**config.mk**
```make
export PLATFORM = sky130hd
export DESIGN_NAME = display_scan_ctrl
export DESIGN_NICKNAME = d
export VERILOG_FILES = /design/src/rtl/display_pkg.sv /design/src/rtl/hex_to_seg7.sv /design/src/rtl/display_scan_ctrl.sv
export SDC_FILE = /design/constraint.sdc
export NUM_CORES = 1
export LEC_CHECK = 0
export CAP_MARGIN = 20
export CORE_MARGIN = 1.5
export CORE_UTILIZATION = 45
export CTS_CLUSTER_SIZE = 12
export DETAILED_ROUTE_END_ITERATION = 16
export GPL_ROUTABILITY_DRIVEN = 0
export PLACE_DENSITY = 0.62
export SYNTH_ARGS = -nofsm -noshare
export SYNTH_HDL_FRONTEND = slang
export SYNTH_SLANG_ARGS = --single-unit
```
**constraint.sdc**
```tcl
create_clock -name clk -period 2.75 [get_ports clk]
set_clock_uncertainty 0.1 [all_clocks]
set_input_delay 0.55 -clock clk [delete_from_list [all_inputs] [get_ports clk]]
set_output_delay 0.55 -clock clk [all_outputs]
set_load 0.05 [all_outputs]
```
**src/rtl/display_pkg.sv**
```systemverilog
// Shared constants, segment table and FSM state type for the display scanner.
package display_pkg;

  localparam int NUM_DIGITS = 4;

  // All segments dark (active-low) and all anodes deselected (active-low).
  localparam logic [6:0] SEG_BLANK = 7'b1111111;
  localparam logic [3:0] AN_OFF    = 4'b1111;

  // Active-low {g,f,e,d,c,b,a} patterns, indexed by hex value (entry 15 listed first).
  localparam logic [15:0][6:0] SEG_TABLE = {
    7'b0001110,  // F
    7'b0000110,  // E
    7'b0100001,  // d
    7'b1000110,  // C
    7'b0000011,  // b
    7'b0001000,  // A
    7'b0010000,  // 9
    7'b0000000,  // 8
    7'b1111000,  // 7
    7'b0000010,  // 6
    7'b0010010,  // 5
    7'b0011001,  // 4
    7'b0110000,  // 3
    7'b0100100,  // 2
    7'b1111001,  // 1
    7'b1000000   // 0
  };

  typedef enum logic [0:0] {
    ST_OFF  = 1'b0,
    ST_SCAN = 1'b1
  } scan_state_t;

  // Nibble of a four-digit value selected by digit index (0 is rightmost).
  function automatic logic [3:0] nibble_at(input logic [15:0] value, input logic [1:0] idx);
    logic [3:0] nib;
    nib = value[3:0];
    case (idx)
      2'd0: nib = value[3:0];
      2'd1: nib = value[7:4];
      2'd2: nib = value[11:8];
      2'd3: nib = value[15:12];
      default: nib = value[3:0];
    endcase
    return nib;
  endfunction

  // True when the digit and every digit to its left are zero; the rightmost
  // digit is never considered a leading zero so 0x0000 still shows "0".
  function automatic logic is_leading_zero(input logic [15:0] value, input logic [1:0] idx);
    logic lead;
    lead = 1'b0;
    case (idx)
      2'd0: lead = 1'b0;
      2'd1: lead = (value[15:4] == 12'h000);
      2'd2: lead = (value[15:8] == 8'h00);
      2'd3: lead = (value[15:12] == 4'h0);
      default: lead = 1'b0;
    endcase
    return lead;
  endfunction

endpackage

```
**src/rtl/hex_to_seg7.sv**
```systemverilog
// Combinational hex digit to active-low seven-segment decoder.
module hex_to_seg7
  import display_pkg::*;
(
  input  logic [3:0] hex,
  output logic [6:0] seg
);

  // Table lookup; every 4-bit code has a defined glyph.
  always_comb begin
    seg = SEG_TABLE[hex];
  end

endmodule

```
**src/rtl/display_scan_ctrl.sv**
```systemverilog
// Four-digit multiplexed seven-segment scan controller with a tear-free
// value load handshake and optional leading-zero blanking.
module display_scan_ctrl
  import display_pkg::*;
#(
  parameter int unsigned REFRESH_DIV = 100000
) (
  input  logic        clk,
  input  logic        reset,
  input  logic        disp_en,
  input  logic        lz_blank,
  input  logic        in_valid,
  input  logic [15:0] in_data,
  output logic        in_ready,
  output logic        frame_done,
  output logic [6:0]  LED_out,
  output logic [3:0]  Anode_Activate
);

  localparam int CNT_W = (REFRESH_DIV > 1) ? $clog2(REFRESH_DIV) : 1;
  localparam logic [CNT_W-1:0] TICK_LAST = CNT_W'(REFRESH_DIV - 1);

  scan_state_t      state_q, state_d;
  logic [CNT_W-1:0] tick_q, tick_d;
  logic [1:0]       digit_q, digit_d;
  logic             lz_q, lz_d;
  logic [15:0]      disp_q, disp_d;
  logic [15:0]      pend_q, pend_d;
  logic             pend_valid_q, pend_valid_d;
  logic [6:0]       led_q, led_d;
  logic [3:0]       an_q, an_d;

  logic             tick_wrap;
  logic             frame_boundary;
  logic             accept;
  logic             blank_digit;
  logic [3:0]       cur_nibble;
  logic [6:0]       cur_seg;

  assign tick_wrap      = (state_q == ST_SCAN) && (tick_q == TICK_LAST);
  assign frame_boundary = tick_wrap && (digit_q == 2'd3);
  assign in_ready       = !pend_valid_q;
  assign accept         = in_valid && in_ready;
  assign frame_done     = frame_boundary;
  assign LED_out        = led_q;
  assign Anode_Activate = an_q;

  assign cur_nibble  = nibble_at(disp_q, digit_q);
  assign blank_digit = lz_q && is_leading_zero(disp_q, digit_q);

  hex_to_seg7 u_dec (
    .hex (cur_nibble),
    .seg (cur_seg)
  );

  // Scan FSM: slot timer, digit index and the per-slot blanking sample.
  always_comb begin
    state_d = state_q;
    tick_d  = tick_q;
    digit_d = digit_q;
    lz_d    = lz_q;
    case (state_q)
      ST_OFF: begin
        tick_d  = '0;
        digit_d = 2'd0;
        lz_d    = lz_blank;
        if (disp_en) begin
          state_d = ST_SCAN;
        end
      end
      ST_SCAN: begin
        if (!disp_en) begin
          state_d = ST_OFF;
          tick_d  = '0;
          digit_d = 2'd0;
        end else if (tick_q == TICK_LAST) begin
          tick_d  = '0;
          digit_d = digit_q + 2'd1;
          lz_d    = lz_blank;
        end else begin
          tick_d = tick_q + CNT_W'(1);
        end
      end
      default: begin
        state_d = ST_OFF;
        tick_d  = '0;
        digit_d = 2'd0;
      end
    endcase
  end

  // Load path: capture into the pending slot, commit only between frames
  // (or at once while dark, where nothing can tear).
  always_comb begin
    pend_d       = pend_q;
    pend_valid_d = pend_valid_q;
    disp_d       = disp_q;
    if (pend_valid_q && ((state_q == ST_OFF) || frame_boundary)) begin
      disp_d       = pend_q;
      pend_valid_d = 1'b0;
    end
    if (accept) begin
      pend_d       = in_data;
      pend_valid_d = 1'b1;
    end
  end

  // Output drive for the current slot; disp_en low darkens on the next edge.
  always_comb begin
    an_d  = AN_OFF;
    led_d = SEG_BLANK;
    if ((state_q == ST_SCAN) && disp_en && !blank_digit) begin
      an_d  = ~(4'b0001 << digit_q);
      led_d = cur_seg;
    end
  end

  // State registers; reset blanks the outputs and drops any pending value.
  always_ff @(posedge clk or negedge reset) begin
    if (!reset) begin
      state_q      <= ST_OFF;
      tick_q       <= '0;
      digit_q      <= 2'd0;
      lz_q         <= 1'b0;
      disp_q       <= 16'h0000;
      pend_q       <= 16'h0000;
      pend_valid_q <= 1'b0;
      led_q        <= SEG_BLANK;
      an_q         <= AN_OFF;
    end else begin
      state_q      <= state_d;
      tick_q       <= tick_d;
      digit_q      <= digit_d;
      lz_q         <= lz_d;
      disp_q       <= disp_d;
      pend_q       <= pend_d;
      pend_valid_q <= pend_valid_d;
      led_q        <= led_d;
      an_q         <= an_d;
    end
  end

endmodule

```
==> results of run 1 <==
per-layer routing:
metal | GRT usage | share of wire | routed length, microns
met5 | 0 | 0 | 0
met4 | 0.0718 | 0.019 | 102
met3 | 0.0564 | 0.043 | 233
met2 | 0.240 | 0.46 | 2470
met1 | 0.213 | 0.48 | 2570
cells in the final DEF (no fill, tap or decap), types with 2 or more instances in the layout:
cell,count
mux2_4,4
nor2_1,27
o221ai_1,2
buf_4,4
nor2b_1,2
xor2_1,12
ha_1,12
dfstp_2,11
inv_1,11
dfrtp_1,54
nor4_1,2
nor3_1,3
nand2_1,22
o21ai_0,6
xnor2_1,4
clkbuf_8,12
clkdlybuf4s50_1,31
clkinvlp_4,2
a21boi_0,2
a21oi_1,6
mux2_2,28
nand3_2,2
a222oi_1,3
a22oi_1,2
buf_12,2
nand3_1,8
nand4_1,3
mux2i_1,3
registers in the layout (all words and copies together) (netlist names):
register	count
pend_valid_q	1
state_q	1
pend_q	16
Anode_Activate	4
LED_out	7
lz_q	1
tick_q	17
digit_q	2
disp_q	16
cells by family after synthesis:
logic type               synth area share
AO/OA/AOI/OAI                      0.0767
flip-flops                          0.538
buffers and inverters              0.0303
XOR/XNOR                           0.0459
multiplexers                        0.133
AND/OR/NAND/NOR                     0.128
adder cells (fa/ha/maj)            0.0492
power by group:
| group | leakage, uW | internal (uW) | switching (uW) |
|---|---|---|---|
| sequential | 0.000792 | 1140 | 113 |
| clock | 0.000105 | 491 | 363 |
| combinational | 0.000628 | 292 | 322 |
| total | 0.00153 | 1930 | 798 |
cell type report:
class | count | area (sq um) | share of cell area
tap | 77 | 96.3 | 0.0260
clock buffer | 12 | 165 | 0.0446
clock inverter | 4 | 50.0 | 0.0135
multi-input combinational | 172 | 1320 | 0.357
timing repair buffer | 38 | 385 | 0.104
sequential | 65 | 1640 | 0.443
inverter | 12 | 45.0 | 0.0122
worst reg2reg max path: stages (launching register included):
cell and delay [ps]:
dfrtp_1 430, ha_1 330, a222oi_1 480, a21oi_2 180
ha_1 260, a21oi_1 120, a21boi_0 260, o21ai_0 130
synth_stat cells, types with 2 or more instances:
master	count
a21boi_0	2
a21oi_1	7
a222oi_1	3
a22oi_1	2
clkbuf_1	5
dfrtp_1	54
dfstp_2	11
ha_1	12
inv_1	11
mux2_2	28
mux2_4	4
mux2i_1	3
nand2_1	22
nand3_1	8
nand3_2	2
nand4_1	3
nor2_1	27
nor2b_1	2
nor3_1	3
nor4_1	2
o21ai_0	6
o221ai_1	2
xnor2_1	4
xor2_1	12
worst min-delay path by stage:
stage | startpoint | to | slack, ps
final | reset | tick_q[10]$_DFF_PN0_ | 60
after global routing | reset | tick_q[9]$_DFF_PN0_ | 100
after CTS | reset | tick_q[10]$_DFF_PN0_ | 70
after detailed placement | pend_q[2]$_DFFE_PN0P_ | disp_q[2]$_DFFE_PN0P_ | 370
after global placement | pend_q[0]$_DFFE_PN0P_ | disp_q[0]$_DFFE_PN0P_ | 370
after floorplan | reset | digit_q[0]$_DFFE_PN0P_ | 150
metrics by stage:
stage / std cells / setup WS (ps) / hold slack, ps / total power, uW
floorplan: 258 / 420 / 154 / 1690
global placement: 364 / 377 / 367 / 1880
detailed placement: 364 / 291 / 374 / 1890
CTS: 380 / 168 / 69.7 / 2750
global route: 380 / 90.4 / 95.3 / 2880
finish: 380 / 211 / 62.2 / 2730
==> results.md, run 1 <==
| Stage | Result | This run |
|---|---|---|
| yosys | Synth Flop Type | dfrtp_1 |
| grt | Overflow left after global routing | 0 |
| cts | Clock Sink Count | 65 |
| route | Vias per inst | 5.28 |
| timing | Number of endpoints with negative hold slack in the final report | 0 |
| layout | Post-layout instance area | 0.00370 sq mm |
| placement | Standard cell area after detailed placement | 0.00349 sq mm |
| setup path | Maximum fanout encountered on the critical timing path | 4 |
| timing | Count of final setup violators | 0 |
| route | Antenna Nets Post-Route | 0 |
| grt | Initial antenna violation count | 0 |
| cts | Clock buffer count from CTS | 9 |
| cts | Clock transition time at the flip-flop clock pins of the worst setup and hold paths | 80 ps |
| route | Routed wire length | 5.37 mm |
| cts | Later-pin clock latency in the skew report | 350 ps |
| setup path | Flop-to-flop setup slack | 380 ps |
| layout | Ant. Diodes | 0 |
| setup path | Critical path's largest stage delay | 410 ps |
| cts | H-tree levels | 3 |
| timing | Max transition margin | 0.634 |
| floorplanning | Area of the core region | 0.00646 sq mm |
| grt | Via count of the first global-routing pass | 1,867 |
| outcome | Result of the run | finished, violations left |
| yosys | Sequential cell area fraction in the yosys report | 0.538 |
| setup path | Terminus of the critical flop-to-flop path | LED_out[3]$_DFF_PN1_ |
| placement | Buffers on Ports | 33 |
| flow run | Number of violations of the max-capacitance limit | 0 |
| layout | Number of nets in the layout | 331 |
| grt | Global-route wire length before repair | 9.01 mm |
| setup path | Data arrival time of the worst path | 1890 ps |
| grt | GRT Total Usage | 0.161 |
| floorplanning | Starting utilization of the core area | 0.472 |
| setup path | Start-to-end type of the worst setup path | register to primary output |
| setup path | Family of cells with the greatest summed delay on the critical path | simple AND/OR/NAND/NOR gates |
| yosys | Number of enable flip-flop cells after synthesis | 0 |
| setup path | Cell Chain, Critical Path | ha_1, and4_1, nand3_2, nor2_1, and3_1, buf_12 |
| setup path | Setup crit start kind | register |
| pwr | Static leakage | 0.00153 uW |
| layout | Share of final-layout standard cells stronger than drive strength 1 | 0.251 |
| yosys | Largest area contributor in the netlist | dfrtp_1 |
| timing | Final slew viol count | 0 |
| yosys | Async S/R FF share, synth | 1.00 |
| cts | Cells resized by post-CTS repair | 0 |
| setup path | Launch instance of the worst register-to-register path | digit_q[0]$_DFFE_PN0P_ |
| yosys | Synth unique cells | 47 |
| yosys | Yosys synthesis warning count | 0 |
| setup path | Number of stages on the worst setup path | 6 |
| cts | Post-CTS repair timing setup buffer count | 0 |
| timing | Setup repair after global routing missed its margin | no |
| yosys | Post-synthesis instance area | 0.00305 sq mm |
| cts | Post-cts hold buffer count | 0 |
| timing | Transition at the pin with the smallest max-transition slack | 545 ps |
| setup path | Critical path capture point | frame_done |
| route | Routed length per placed instance | 14.1 microns |
| floorplanning | Number of top-level design ports | 34 |
| timing | Post-layout min period | 2540 ps |
| yosys | Synth top area cells | dfrtp_1 (44%), mux2_2 (10%), dfstp_2 (9.5%) |
| setup path | Required time of the worst setup path | 2100 ps |
| timing | Final worst path period share | 0.923 |
| yosys | Proportion of netlist area held by the largest area contributor | 0.443 |
| placement | DP Wirelength | 3.90 mm |
| layout | Share of the core filled with cells in the final layout | 0.574 |
| outcome | Failing checks | DRC |
| cts | Maximum buffer depth of the clock tree | 2 |
| timing | Peak clock frequency supported by timing | 0.394 GHz |
| yosys | Syn Inst Count | 258 |
| cts | Buffer cell driving the clock tree root | clkbuf_8 |
| timing | Setup tns final | 0 ps |
| yosys | Register bit count reported by yosys | 65 |
| floorplanning | Horizontal die dimension | 85.4 microns |
| setup path | R2r worst-path depth | 7 |
| floorplanning | Total Die Area | 0.00728 sq mm |
| route | Overall via count from detail_route | 2,005 |
| yosys | Mapped Nets | 291 |
| worst hold path | Hold Path Class | primary input to asynchronous set/reset pin |
| route | Residual DRC | 2 |
| setup path | Nature of the critical path endpoint | primary output |
| layout | Number of fill cells | 553 |
| setup path | Beginning of the critical path | tick_q[0]$_DFF_PN0_ |
| cts | CTS tree | yes |
| layout | Area growth syn-to-layout | 21.4% |
| route | TritonRoute pass-1 iters | 10 |
| route | Detailed router's first-iteration violation count | 79 |
| pwr | Ratio of total power to cell area | 736 mW/mm^2 |
| pwr | IR Drop Worst-Case VDD | 0.000420 V |
| grt | Largest net degree at the start of global routing | 44 |
| floorplanning | Vert. Die Dim | 85.4 microns |
| yosys | Mean area per synthesized cell | 11.8 sq um |
| setup path | Worst path bufs/invs | 1 |
| setup path | Slowest stage cell on the critical path | dfrtp_1 |
| floorplanning | FP Rows | 29 |
(Power assumes the default switching activity.)
==> run 2: changes to the inputs <==
--- a/config.mk
+++ b/config.mk
@@ -6,12 +6,13 @@
 export NUM_CORES = 1
 export LEC_CHECK = 0
 export CAP_MARGIN = 20
+export CORE_ASPECT_RATIO = 1.75
 export CORE_MARGIN = 1.5
 export CORE_UTILIZATION = 45
 export CTS_CLUSTER_SIZE = 12
 export DETAILED_ROUTE_END_ITERATION = 16
 export GPL_ROUTABILITY_DRIVEN = 0
-export PLACE_DENSITY = 0.62
+export PLACE_DENSITY = 0.69
 export SYNTH_ARGS = -nofsm -noshare
 export SYNTH_HDL_FRONTEND = slang
 export SYNTH_SLANG_ARGS = --single-unit
==> results.md, run 2 (synthesized netlist as in run 1, its figures left out) <==
| Stage | Result | This run |
|---|---|---|
| timing | Max transition margin | 0.587 |
| cts | H-tree levels | 3 |
| floorplanning | Number of top-level design ports | 34 |
| outcome | Result of the run | complete, no violations |
| floorplanning | Total Die Area | 0.00730 sq mm |
| timing | Transition at the pin with the smallest max-transition slack | 620 ps |
| grt | Largest net degree at the start of global routing | 40 |
| cts | Post-cts hold buffer count | 0 |
| floorplanning | Vert. Die Dim | 112 microns |
| cts | Clock transition time at the flip-flop clock pins of the worst setup and hold paths | 50 ps |
| layout | Flip-flop count of the largest register after layout | 17 |
| placement | Buffers on Ports | 33 |
| route | Wire length on met2 | 3.16 mm |
| cts | CTS tree | yes |
| cts | Maximum buffer depth of the clock tree | 2 |
| timing | Setup tns final | 0 ps |
| timing | Count of final setup violators | 0 |
| floorplanning | Starting utilization of the core area | 0.467 |
| placement | DP Wirelength | 4.18 mm |
| layout | Multi-input logic area | 0.00132 sq mm |
| timing | Number of endpoints with negative hold slack in the final report | 0 |
| route | Routed wire length | 5.88 mm |
| pwr | Share of power burned in registers | 0.431 |
| pwr | Clock network fraction of total power | 0.358 |
| route | Vias per inst | 5.30 |
| timing | Worst setup slack after layout | 219 ps |
| flow run | Number of violations of the max-capacitance limit | 0 |
| layout | Register ranked first by flip-flop count | tick_q |
| cts | Clock buffer count from CTS | 9 |
| layout | Most common library cell in the layout ignoring fill and taps | dfrtp_1 |
| timing | Final worst path period share | 0.920 |
| cts | Later-pin clock latency in the skew report | 320 ps |
| pwr | Design internal power | 2130 uW |
| worst hold path | Hold Path Class | primary input to asynchronous set/reset pin |
| timing | Setup repair after global routing missed its margin | no |
| timing | Final slew viol count | 0 |
| grt | GRT Total Usage | 0.182 |
| route | Routed length per placed instance | 15.2 microns |
| route | Residual DRC | 0 |
| pwr | Comb power frac | 0.212 |
| layout | Number of nets in the layout | 332 |
| pwr | Ratio of total power to cell area | 778 mW/mm^2 |
| cts | Clock Sink Count | 65 |
| pwr | Static leakage | 0.00156 uW |
| grt | Initial antenna violation count | 0 |
| route | Routed met3 length | 199 microns |
| layout | Number of fill cells | 567 |
| floorplanning | FP Rows | 39 |
| layout | Storage cell area | 0.00164 sq mm |
| pwr | P_sw | 820 uW |
| setup path | Data arrival time of the worst path | 1880 ps |
| grt | Via count of the first global-routing pass | 2,134 |
| pwr | Switching power share of the total | 0.278 |
| setup path | Setup crit start kind | register |
| pwr | IR Drop Worst-Case VDD | 0.000484 V |
| grt | Overflow left after global routing | 0 |
| floorplanning | Area of the core region | 0.00654 sq mm |
| route | Antenna Nets Post-Route | 0 |
| grt | Global-route wire length before repair | 10.1 mm |
| route | Detailed router's first-iteration violation count | 90 |
| cts | Post-CTS repair timing setup buffer count | 0 |
| layout | Ant. Diodes | 0 |
| setup path | Start-to-end type of the worst setup path | register to primary output |
| layout | Commonest cells after routing, fill and taps aside | dfrtp_1 (54), clkdlybuf4s50_1 (31), mux2_2 (28) |
| route | Routed length on met1 | 2.31 mm |
| layout | Largest regs | tick_q (17), disp_q (16), pend_q (16) |
| timing | Peak clock frequency supported by timing | 0.395 GHz |
| placement | Worst setup slack before clock tree synthesis | 313 ps |
| setup path | Nature of the critical path endpoint | primary output |
| cts | Buffer cell driving the clock tree root | clkbuf_16 |
| floorplanning | Horizontal die dimension | 65.3 microns |
| route | Top sig layer | met4 |
| timing | Post-layout min period | 2530 ps |
| layout | Share of final-layout standard cells stronger than drive strength 1 | 0.240 |
| layout | Area growth syn-to-layout | 24.0% |
| setup path | Maximum fanout encountered on the critical timing path | 4 |
| setup path | Required time of the worst setup path | 2100 ps |
| route | TritonRoute pass-1 iters | 4 |
| route | Overall via count from detail_route | 2,044 |
-- run 2: changes by cell type in the layout (fill, tap and decap cells not counted) --
cell / change
buf_4: +1
clkbuf_16: +9
clkbuf_8: -9
clkinv_2: -1
clkbuf_1: +4
clkinvlp_4: -2
bufinv_16: -1
-- run 2: worst max-delay path, stage by stage, from the launching register on --
cell,delay (ps)
dfrtp_1,410
ha_1,230
and4_1,270
nand3_2,120
nor2_1,130
and3_1,250
buf_12,150
-- run 2: path summary, 6_finish.rpt --
| kind | slack, ps | from | to | depth (start not counted) |
|---|---|---|---|---|
| max in group asynchronous | 1800 | reset | disp_q[9]$_DFFE_PN0P_ | 2 |
| hold reg to reg | 370 | pend_q[3]$_DFFE_PN0P_ | disp_q[3]$_DFFE_PN0P_ | 2 |
| setup / recovery | 220 | tick_q[0]$_DFF_PN0_ | frame_done | 6 |
| setup reg to reg | 310 | digit_q[0]$_DFFE_PN0P_ | LED_out[3]$_DFF_PN1_ | 8 |
| min in group clk | 370 | pend_q[3]$_DFFE_PN0P_ | disp_q[3]$_DFFE_PN0P_ | 2 |
| hold / removal | 140 | reset | tick_q[10]$_DFF_PN0_ | 1 |
-- run 2: per-layer routing --
layer,up-vias,GRT usage
met5,-,0
met1,999,0.206
met4,0,0.111
met2,58,0.305
li1,972,-
met3,15,0.0414
-- run 2: through the flow --
step	utilization	instance area (sq um)	hold WS [ps]	total power [uW]	cells
floorplan	-	3050	154	1690	258
global placement	0.535	3500	362	1880	370
detailed placement	0.535	3500	366	1900	370
CTS	0.578	3780	162	2970	386
global route	0.579	3780	199	3100	386
finish	0.579	3780	139	2940	386
-- run 2: area by class of cell --
class / instances / share of cell area
inverter: 12 / 0.0119
sequential: 65 / 0.433
tap: 82 / 0.0271
clock buffer: 16 / 0.0744
multi-input combinational: 172 / 0.349
timing repair buffer: 39 / 0.104
-- run 2: power groups by stage --
stage / clock (uW) / sequential, uW / combinational [uW]
detailed placement: 0 / 1280 / 616
CTS: 1070 / 1270 / 625
global route: 1120 / 1290 / 689
floorplan: 0 / 1310 / 388
finish: 1050 / 1270 / 623
global placement: 0 / 1280 / 602
-- run 2: repair_timing --
item	CTS	global route
gates resized for setup	0	1
setup endpoints to repair	0	1
endpoints found under the hold margin	0	0
